[src/rtl/alu_ops_pkg.sv]
// Shared opcodes, flag positions and FSM states
// for the ALU execute/writeback stage.
package alu_ops_pkg;

    localparam logic [4:0] OP_ADD = 5'b00000;
    localparam logic [4:0] OP_SUB = 5'b00001;
    localparam logic [4:0] OP_LSR = 5'b00010;
    localparam logic [4:0] OP_LSL = 5'b00011;
    localparam logic [4:0] OP_AND = 5'b00100;
    localparam logic [4:0] OP_OR  = 5'b00101;
    localparam logic [4:0] OP_XOR = 5'b00110;
    localparam logic [4:0] OP_CMP = 5'b01000;
    localparam logic [4:0] OP_LDA = 5'b11110;
    localparam logic [4:0] OP_NOP = 5'b11111;

    localparam int FLAG_V = 0;
    localparam int FLAG_C = 1;
    localparam int FLAG_Z = 2;
    localparam int FLAG_N = 3;

    typedef enum logic [1:0] {
        IDLE,
        EXEC,
        WB
    } state_t;

    // Codes whose ALU result is written back to the accumulator.
    function automatic logic is_alu_op(input logic [4:0] op);
        return op inside {OP_ADD, OP_SUB, OP_LSR, OP_LSL,
                          OP_AND, OP_OR, OP_XOR};
    endfunction

endpackage

[src/rtl/alu_exec_stage_if.sv]
// Upstream operation and downstream result handshakes
// of the ALU execute/writeback stage.
interface alu_exec_stage_if #(
    parameter int W = 16
);
    logic         in_valid;
    logic         in_ready;
    logic [4:0]   in_op;
    logic [W-1:0] in_operand;
    logic         out_valid;
    logic         out_ready;
    logic [W-1:0] out_data;
    logic [3:0]   out_flags;

    modport master (
        output in_valid,
        input  in_ready,
        output in_op,
        output in_operand,
        input  out_valid,
        output out_ready,
        input  out_data,
        input  out_flags
    );

    modport slave (
        input  in_valid,
        output in_ready,
        input  in_op,
        input  in_operand,
        output out_valid,
        input  out_ready,
        output out_data,
        output out_flags
    );
endinterface

[src/rtl/alu.sv]
// Combinational W-bit ALU: add/sub, shifts, logic ops.
// C is carry (add), borrow (sub) or last bit shifted out.
module alu
    import alu_ops_pkg::*;
#(
    parameter int W = 16
) (
    input  logic [4:0]   op,
    input  logic [W-1:0] a,
    input  logic [W-1:0] b,
    output logic [W-1:0] result,
    output logic [3:0]   flags
);

    logic [W:0]   wide;
    logic [W-1:0] res;
    logic         c;
    logic         v;

    always_comb begin
        wide = '0;
        res  = '0;
        c    = 1'b0;
        v    = 1'b0;
        case (op)
            OP_ADD: begin
                wide = {1'b0, a} + {1'b0, b};
                res  = wide[W-1:0];
                c    = wide[W];
                v    = (a[W-1] == b[W-1]) && (res[W-1] != a[W-1]);
            end
            OP_SUB: begin
                wide = {1'b0, a} - {1'b0, b};
                res  = wide[W-1:0];
                c    = wide[W];
                v    = (a[W-1] != b[W-1]) && (res[W-1] != a[W-1]);
            end
            OP_LSL: begin
                wide = {1'b0, a} << b;
                res  = wide[W-1:0];
                c    = wide[W];
            end
            OP_LSR: begin
                wide = {a, 1'b0} >> b;
                res  = wide[W:1];
                c    = wide[0];
            end
            OP_AND: res = a & b;
            OP_OR:  res = a | b;
            OP_XOR: res = a ^ b;
            default: res = '0;
        endcase
    end

    always_comb begin
        result         = res;
        flags          = '0;
        flags[FLAG_N]  = res[W-1];
        flags[FLAG_Z]  = (res == '0);
        flags[FLAG_C]  = c;
        flags[FLAG_V]  = v;
    end

endmodule

[src/rtl/alu_exec_stage.sv]
// Execute/writeback stage: accumulator-based ALU with
// valid/ready operation intake and result delivery.
module alu_exec_stage
    import alu_ops_pkg::*;
#(
    parameter int W = 16
) (
    input  logic         clk,
    input  logic         rst,
    alu_exec_stage_if.slave bus,
    output logic [W-1:0] acc,
    output logic         busy
);

    state_t       state;
    state_t       state_nxt;
    logic [4:0]   op_r;
    logic [W-1:0] opnd_r;
    logic [3:0]   flags;
    logic         out_valid_r;
    logic [W-1:0] out_data_r;
    logic [3:0]   out_flags_r;

    logic [4:0]   alu_op;
    logic [W-1:0] alu_res;
    logic [3:0]   alu_flags;
    logic [W-1:0] acc_nxt;
    logic [3:0]   flags_nxt;

    assign alu_op = (op_r == OP_CMP) ? OP_SUB : op_r;

    alu #(.W(W)) u_alu (
        .op     (alu_op),
        .a      (acc),
        .b      (opnd_r),
        .result (alu_res),
        .flags  (alu_flags)
    );

    always_comb begin
        acc_nxt   = acc;
        flags_nxt = flags;
        unique case (1'b1)
            is_alu_op(op_r): begin
                acc_nxt   = alu_res;
                flags_nxt = alu_flags;
            end
            (op_r == OP_CMP): flags_nxt = alu_flags;
            (op_r == OP_LDA): acc_nxt   = opnd_r;
            default: ;
        endcase
    end

    always_ff @(posedge clk or posedge rst) begin
        if (rst) state <= IDLE;
        else     state <= state_nxt;
    end

    always_comb begin
        state_nxt = state;
        unique case (state)
            IDLE: if (bus.in_valid)  state_nxt = EXEC;
            EXEC: state_nxt = WB;
            WB:   if (bus.out_ready) state_nxt = IDLE;
            default: state_nxt = IDLE;
        endcase
    end

    always_ff @(posedge clk or posedge rst) begin
        if (rst) begin
            acc         <= '0;
            flags       <= '0;
            op_r        <= '0;
            opnd_r      <= '0;
            out_valid_r <= 1'b0;
            out_data_r  <= '0;
            out_flags_r <= '0;
        end else begin
            unique case (state)
                IDLE: begin
                    if (bus.in_valid) begin
                        op_r   <= bus.in_op;
                        opnd_r <= bus.in_operand;
                    end
                end
                EXEC: begin
                    acc         <= acc_nxt;
                    flags       <= flags_nxt;
                    out_data_r  <= acc_nxt;
                    out_flags_r <= flags_nxt;
                    out_valid_r <= 1'b1;
                end
                WB: begin
                    if (bus.out_ready) out_valid_r <= 1'b0;
                end
                default: ;
            endcase
        end
    end

    assign bus.in_ready  = (state == IDLE);
    assign bus.out_valid = out_valid_r;
    assign bus.out_data  = out_data_r;
    assign bus.out_flags = out_flags_r;
    assign busy          = (state != IDLE);

endmodule
[src/flat_wrapper.sv]
// flat-port wrapper written by rule: the top's interface ports become plain ports
module alu_exec_stage_flat import alu_ops_pkg::*;
#(
    parameter int W = 16
)
  (clk, rst, acc, busy, bus_in_valid, bus_in_ready, bus_in_op, bus_in_operand, bus_out_valid, bus_out_ready, bus_out_data, bus_out_flags);
  alu_exec_stage_if #(.W(W)) bus_i ();
  input  logic clk;
  input  logic rst;
  output logic [W-1:0] acc;
  output logic busy;
  input wire logic [$bits(bus_i.in_valid)-1:0] bus_in_valid;
  output wire logic [$bits(bus_i.in_ready)-1:0] bus_in_ready;
  input wire logic [$bits(bus_i.in_op)-1:0] bus_in_op;
  input wire logic [$bits(bus_i.in_operand)-1:0] bus_in_operand;
  output wire logic [$bits(bus_i.out_valid)-1:0] bus_out_valid;
  input wire logic [$bits(bus_i.out_ready)-1:0] bus_out_ready;
  output wire logic [$bits(bus_i.out_data)-1:0] bus_out_data;
  output wire logic [$bits(bus_i.out_flags)-1:0] bus_out_flags;
  assign bus_i.in_valid = bus_in_valid;
  assign bus_in_ready = bus_i.in_ready;
  assign bus_i.in_op = bus_in_op;
  assign bus_i.in_operand = bus_in_operand;
  assign bus_out_valid = bus_i.out_valid;
  assign bus_i.out_ready = bus_out_ready;
  assign bus_out_data = bus_i.out_data;
  assign bus_out_flags = bus_i.out_flags;
  alu_exec_stage #(.W(W)) u_core (.clk(clk), .rst(rst), .bus(bus_i), .acc(acc), .busy(busy));
endmodule
[config.mk]
export PLATFORM = sky130hd
export DESIGN_NAME = alu_exec_stage_flat
export DESIGN_NICKNAME = d
export VERILOG_FILES = /design/src/rtl/alu_ops_pkg.sv /design/src/rtl/alu_exec_stage_if.sv /design/src/rtl/alu.sv /design/src/rtl/alu_exec_stage.sv /design/src/flat_wrapper.sv
export SDC_FILE = /design/constraint.sdc
export NUM_CORES = 1
export LEC_CHECK = 0
export CAP_MARGIN = 30
export CORE_ASPECT_RATIO = 0.5
export CORE_UTILIZATION = 41
export CTS_CLUSTER_SIZE = 10
export DETAILED_ROUTE_END_ITERATION = 6
export HOLD_SLACK_MARGIN = 0.12
export PLACE_DENSITY = 0.6
export SETUP_SLACK_MARGIN = 0.4
export SLEW_MARGIN = 10
export SYNTH_ARGS = -nofsm -noshare
export SYNTH_HDL_FRONTEND = slang
export SYNTH_SLANG_ARGS = --single-unit
export TNS_END_PERCENT = 50
[constraint.sdc]
create_clock -name clk -period 4.7 [get_ports clk]
set_input_delay 0.47 -clock clk [delete_from_list [all_inputs] [get_ports clk]]
set_output_delay 0.47 -clock clk [all_outputs]
set_load 0.02 [all_outputs]
==> results.py <==
metrics = {
    "routing": {
        "drt_first_iter_violations": 838,
        "antenna_left": 0,
        "route.detailed.drc": 17,
        "routed_wl_mm": 25.4,
        "wl_per_cell_um": 25.7,
        "via_count": 6453,
        "firstDrtPassIters": 7,
        "vias_per_cell": 6.54,
    },
    "placed_design": {
        "dp_hpwl_mm": 19.4,
        "placed_cells": 979,
        "place_area_mm2": 0.00667,
        "io_buffers": 63,
        "gp_congestion": 1.01,
    },
    "sta": {
        "rsz0062_at_grt": "no",
        "fin_crit_ns": 4.12,
        "fin_setup_tns_ns": 0,
        "post-route-period-util_pct": 87.7,
        "final.setup_skew_ns": 0.0113,
        "finalHoldViolCount": 0,
        "setup_viol": 0,
        "slew_headroom_pct": 29.5,
        "max_freq_mhz": 243,
        "drv_slew": 0,
        "worstMarginPinSlew_ns": 1.06,
    },
    "clock_network": {
        "clock_latency_ns": 0.30,
        "numCtsBuffers": 5,
        "cts_root_buffer": "clkbuf_16",
        "h-tree-depth": 2,
        "ctsResizeCount": 0,
        "cts_tree": "built",
        "path_clk_slew_ns": 0.08,
        "clock_path_buffers": 2,
        "hold_buffers": 0,
        "postCtsSetupBuffers": 0,
        "cts.sinks": 44,
    },
    "final_layout": {
        "drive_gt1_share_pct": 9.69,
        "finalNonFillerCells": 987,
        "finalInstanceArea_mm2": 0.00682,
        "antenna_cells": 0,
        "nNetsFinal": 870,
        "area_growth_pct": 14.5,
    },
    "global_route": {
        "busiest_layer": "met1",
        "grt_overflow": 0,
        "gr-usage-all-layers_pct": 34.8,
        "grt_pass1_vias": 5765,
        "use_met3_pct": 12.0,
        "grt_max_degree": 38,
        "grtUsageMet2_pct": 46.1,
        "grt_pass1_wl_mm": 37.6,
        "antenna_found_initial": 1,
        "met1_usage_pct": 52.4,
    },
    "outcome": {
        "violations": "design-rule violations",
        "outcome": "finished, violations left",
    },
    "synthesis": {
        "synth_flop_cell": "dfrtp_1",
        "synth_cell_types": 81,
        "yosys.area.top_type": "dfrtp_1",
        "synth_mux_area_share_pct": 10.1,
        "synth-seq-cells": 44,
        "synthAdderAreaFrac_pct": 10.8,
        "synth_top_cell_area_share_pct": 18.5,
        "seq_area_frac_synth_pct": 18.5,
        "synth_compound_area_share_pct": 31.2,
        "netlist_instances": 773,
        "synth_top_family_by_area": "compound AO/OA/AOI/OAI gates",
        "synth.area.top_cells": "dfrtp_1, ha_1, a21oi_1, nor2_1, nand2_1",
        "yosys_warnings": 0,
        "yosys.area_share.simple_pct": 19.4,
        "syn-cell-area_mm2": 0.00596,
        "async_reset_ff_share_pct": 100,
        "synth-edff-count": 0,
        "synth.avg_cell_area_um2": 7.71,
        "synthXorXnorAreaFrac_pct": 0.588,
        "synth_nets": 848,
    },
    "worst_setup_path": {
        "reg2reg_depth": 11,
        "crit_start": "u_core.opnd_r[1]$_DFFE_PP0P_",
        "regToRegSetupSlack_ns": 0.58,
        "critical_path_required_ns": 4.94,
        "crit_path_start_kind": "flip-flop",
        "crit_path_end_kind": "flip-flop",
        "path_class": "reg2reg",
        "worstPathArrival_ns": 4.36,
        "cp_max_fo": 27,
        "rr_startpoint": "u_core.opnd_r[1]$_DFFE_PP0P_",
        "reg2reg_to": "u_core.bus.out_flags[2]$_DFFE_PP0P_",
        "crit_end": "u_core.bus.out_flags[2]$_DFFE_PP0P_",
    },
    "floorplan": {
        "initial_utilization_pct": 43.0,
        "die_area_mm2": 0.0150,
        "ios": 64,
        "core_mm2": 0.0139,
        "die_h_um": 87.2,
        "rows": 30,
        "die_w_um": 172,
    },
    "worst_hold_path": {
        "hold_path_class": "reg2reg",
    },
    "run": {
        "maxCapViolCount": 0,
    },
}
[Yosys cell counts, types with 4 or more instances]
library cell	number
nor3b_1	4
nor2b_1	6
o22ai_1	12
and3_1	4
o2bb2ai_1	5
buf_4	18
nand2_1	64
a311o_1	4
o21bai_1	8
a211oi_1	10
a21oi_1	60
a31oi_1	12
a21o_1	6
ha_1	48
a221oi_1	8
a221o_1	8
and2_1	5
o221ai_1	10
mux2_2	17
dfrtp_1	44
o211ai_1	10
mux2i_1	21
buf_2	13
inv_1	50
a22oi_1	7
nor4_1	5
nor2_1	72
clkbuf_1	39
nand3_1	23
mux4_2	8
o2111ai_1	4
nor3_1	17
xnor2_1	4
or3_1	7
o21ai_0	47
nand2b_1	11
[worst max-delay path: stages (launching register included)]
cell,delay [ns]
dfrtp_2,0.76
buf_4,0.27
buf_4,0.30
mux2i_1,0.27
mux2i_1,0.16
mux2i_1,0.44
o221ai_1,0.30
a31oi_1,0.51
o21a_1,0.27
nand3_1,0.08
nor4_1,0.42
a32o_2,0.26
[cell usage in the layout, fill, tap and decap left out, types with 6 or more instances in the layout]
| cell type | netlist | final |
|---|---|---|
| a21o_1 | 6 | 6 |
| o22ai_1 | 12 | 12 |
| nor2_1 | 72 | 72 |
| a221o_1 | 8 | 8 |
| a21oi_1 | 60 | 59 |
| o21bai_1 | 8 | 8 |
| ha_1 | 48 | 48 |
| nor2b_1 | 6 | 6 |
| nand2b_1 | 11 | 11 |
| nand2_1 | 64 | 64 |
| nand3_1 | 23 | 23 |
| or3_1 | 7 | 7 |
| dfrtp_1 | 44 | 43 |
| a211oi_1 | 10 | 10 |
| nor3_1 | 17 | 17 |
| mux2i_1 | 21 | 21 |
| o21ai_0 | 47 | 47 |
| o211ai_1 | 10 | 10 |
| o221ai_1 | 10 | 10 |
| buf_4 | 18 | 23 |
| mux2_2 | 17 | 17 |
| a22oi_1 | 7 | 7 |
| a31oi_1 | 12 | 12 |
| inv_1 | 50 | 49 |
| clkdlybuf4s50_1 | 0 | 63 |
| a221oi_1 | 8 | 8 |
| mux4_2 | 8 | 8 |
[layout make-up]
type,instances,area (um^2)
Fill cell,1379,7030
Multi-Input combinational cell,604,4310
Inverter,51,191
Tap cell,192,240
Clock buffer,5,125
Sequential cell,44,1100
Clock inverter,2,12.5
Timing Repair Buffer,89,843
[state kept, by name, indices dropped and copies added (netlist names)]
signal,flops
u_core.op_r,5
u_core.opnd_r,16
u_core.bus.out_data,16
u_core.bus.out_flags,4
u_core.state,2
u_core.bus.out_valid,1
[cell families after synthesis]
logic type	Yosys count
AOI/OAI and AO/OA	263
and+or+nand+nor	239
buffers and inverters	125
adders and majority gates	50
muxes	48
DFF	44
xor gates and xnor gates	4
[routing by layer]
metal | vias to the layer above | part of all wire [%]
met4 | 0 | 2.1
met3 | 51 | 12
met2 | 394 | 38
met1 | 3116 | 47
li1 | 2892 | -
met5 | - | 0
[stage by stage]
stage / hold WS (ns) / setup WS [ns] / util [%]
detailed placement: 0.469 / 0.888 / 48.1
CTS: 0.485 / 0.849 / 49.1
finish: 0.481 / 0.578 / 49.2
global route: 0.512 / 0.503 / 49.2
global placement: 0.467 / 0.742 / 47.9
floorplan: 0.532 / 1.04 / -
[worst min-delay path by stage]
stage / slack (ns) / depth (start not counted) / startpoint / to
2_1_floorplan: 0.53 / 2 / u_core.state[0]$_DFFE_PP0P_ / u_core.state[1]$_DFFE_PP0P_
3_3_place_gp: 0.47 / 2 / u_core.bus.out_flags[3]$_DFFE_PP0P_ / u_core.bus.out_flags[3]$_DFFE_PP0P_
3_5_place_dp: 0.47 / 2 / u_core.bus.out_flags[3]$_DFFE_PP0P_ / u_core.bus.out_flags[3]$_DFFE_PP0P_
4_1_cts: 0.49 / 2 / u_core.bus.out_flags[3]$_DFFE_PP0P_ / u_core.bus.out_flags[3]$_DFFE_PP0P_
5_1_grt: 0.51 / 2 / u_core.bus.out_flags[0]$_DFFE_PP0P_ / u_core.bus.out_flags[0]$_DFFE_PP0P_
6_report: 0.48 / 2 / u_core.bus.out_flags[3]$_DFFE_PP0P_ / u_core.bus.out_flags[3]$_DFFE_PP0P_
Power is not shown: default switching activity piles up to over one toggle a cycle in this logic, so the estimate is an artifact.
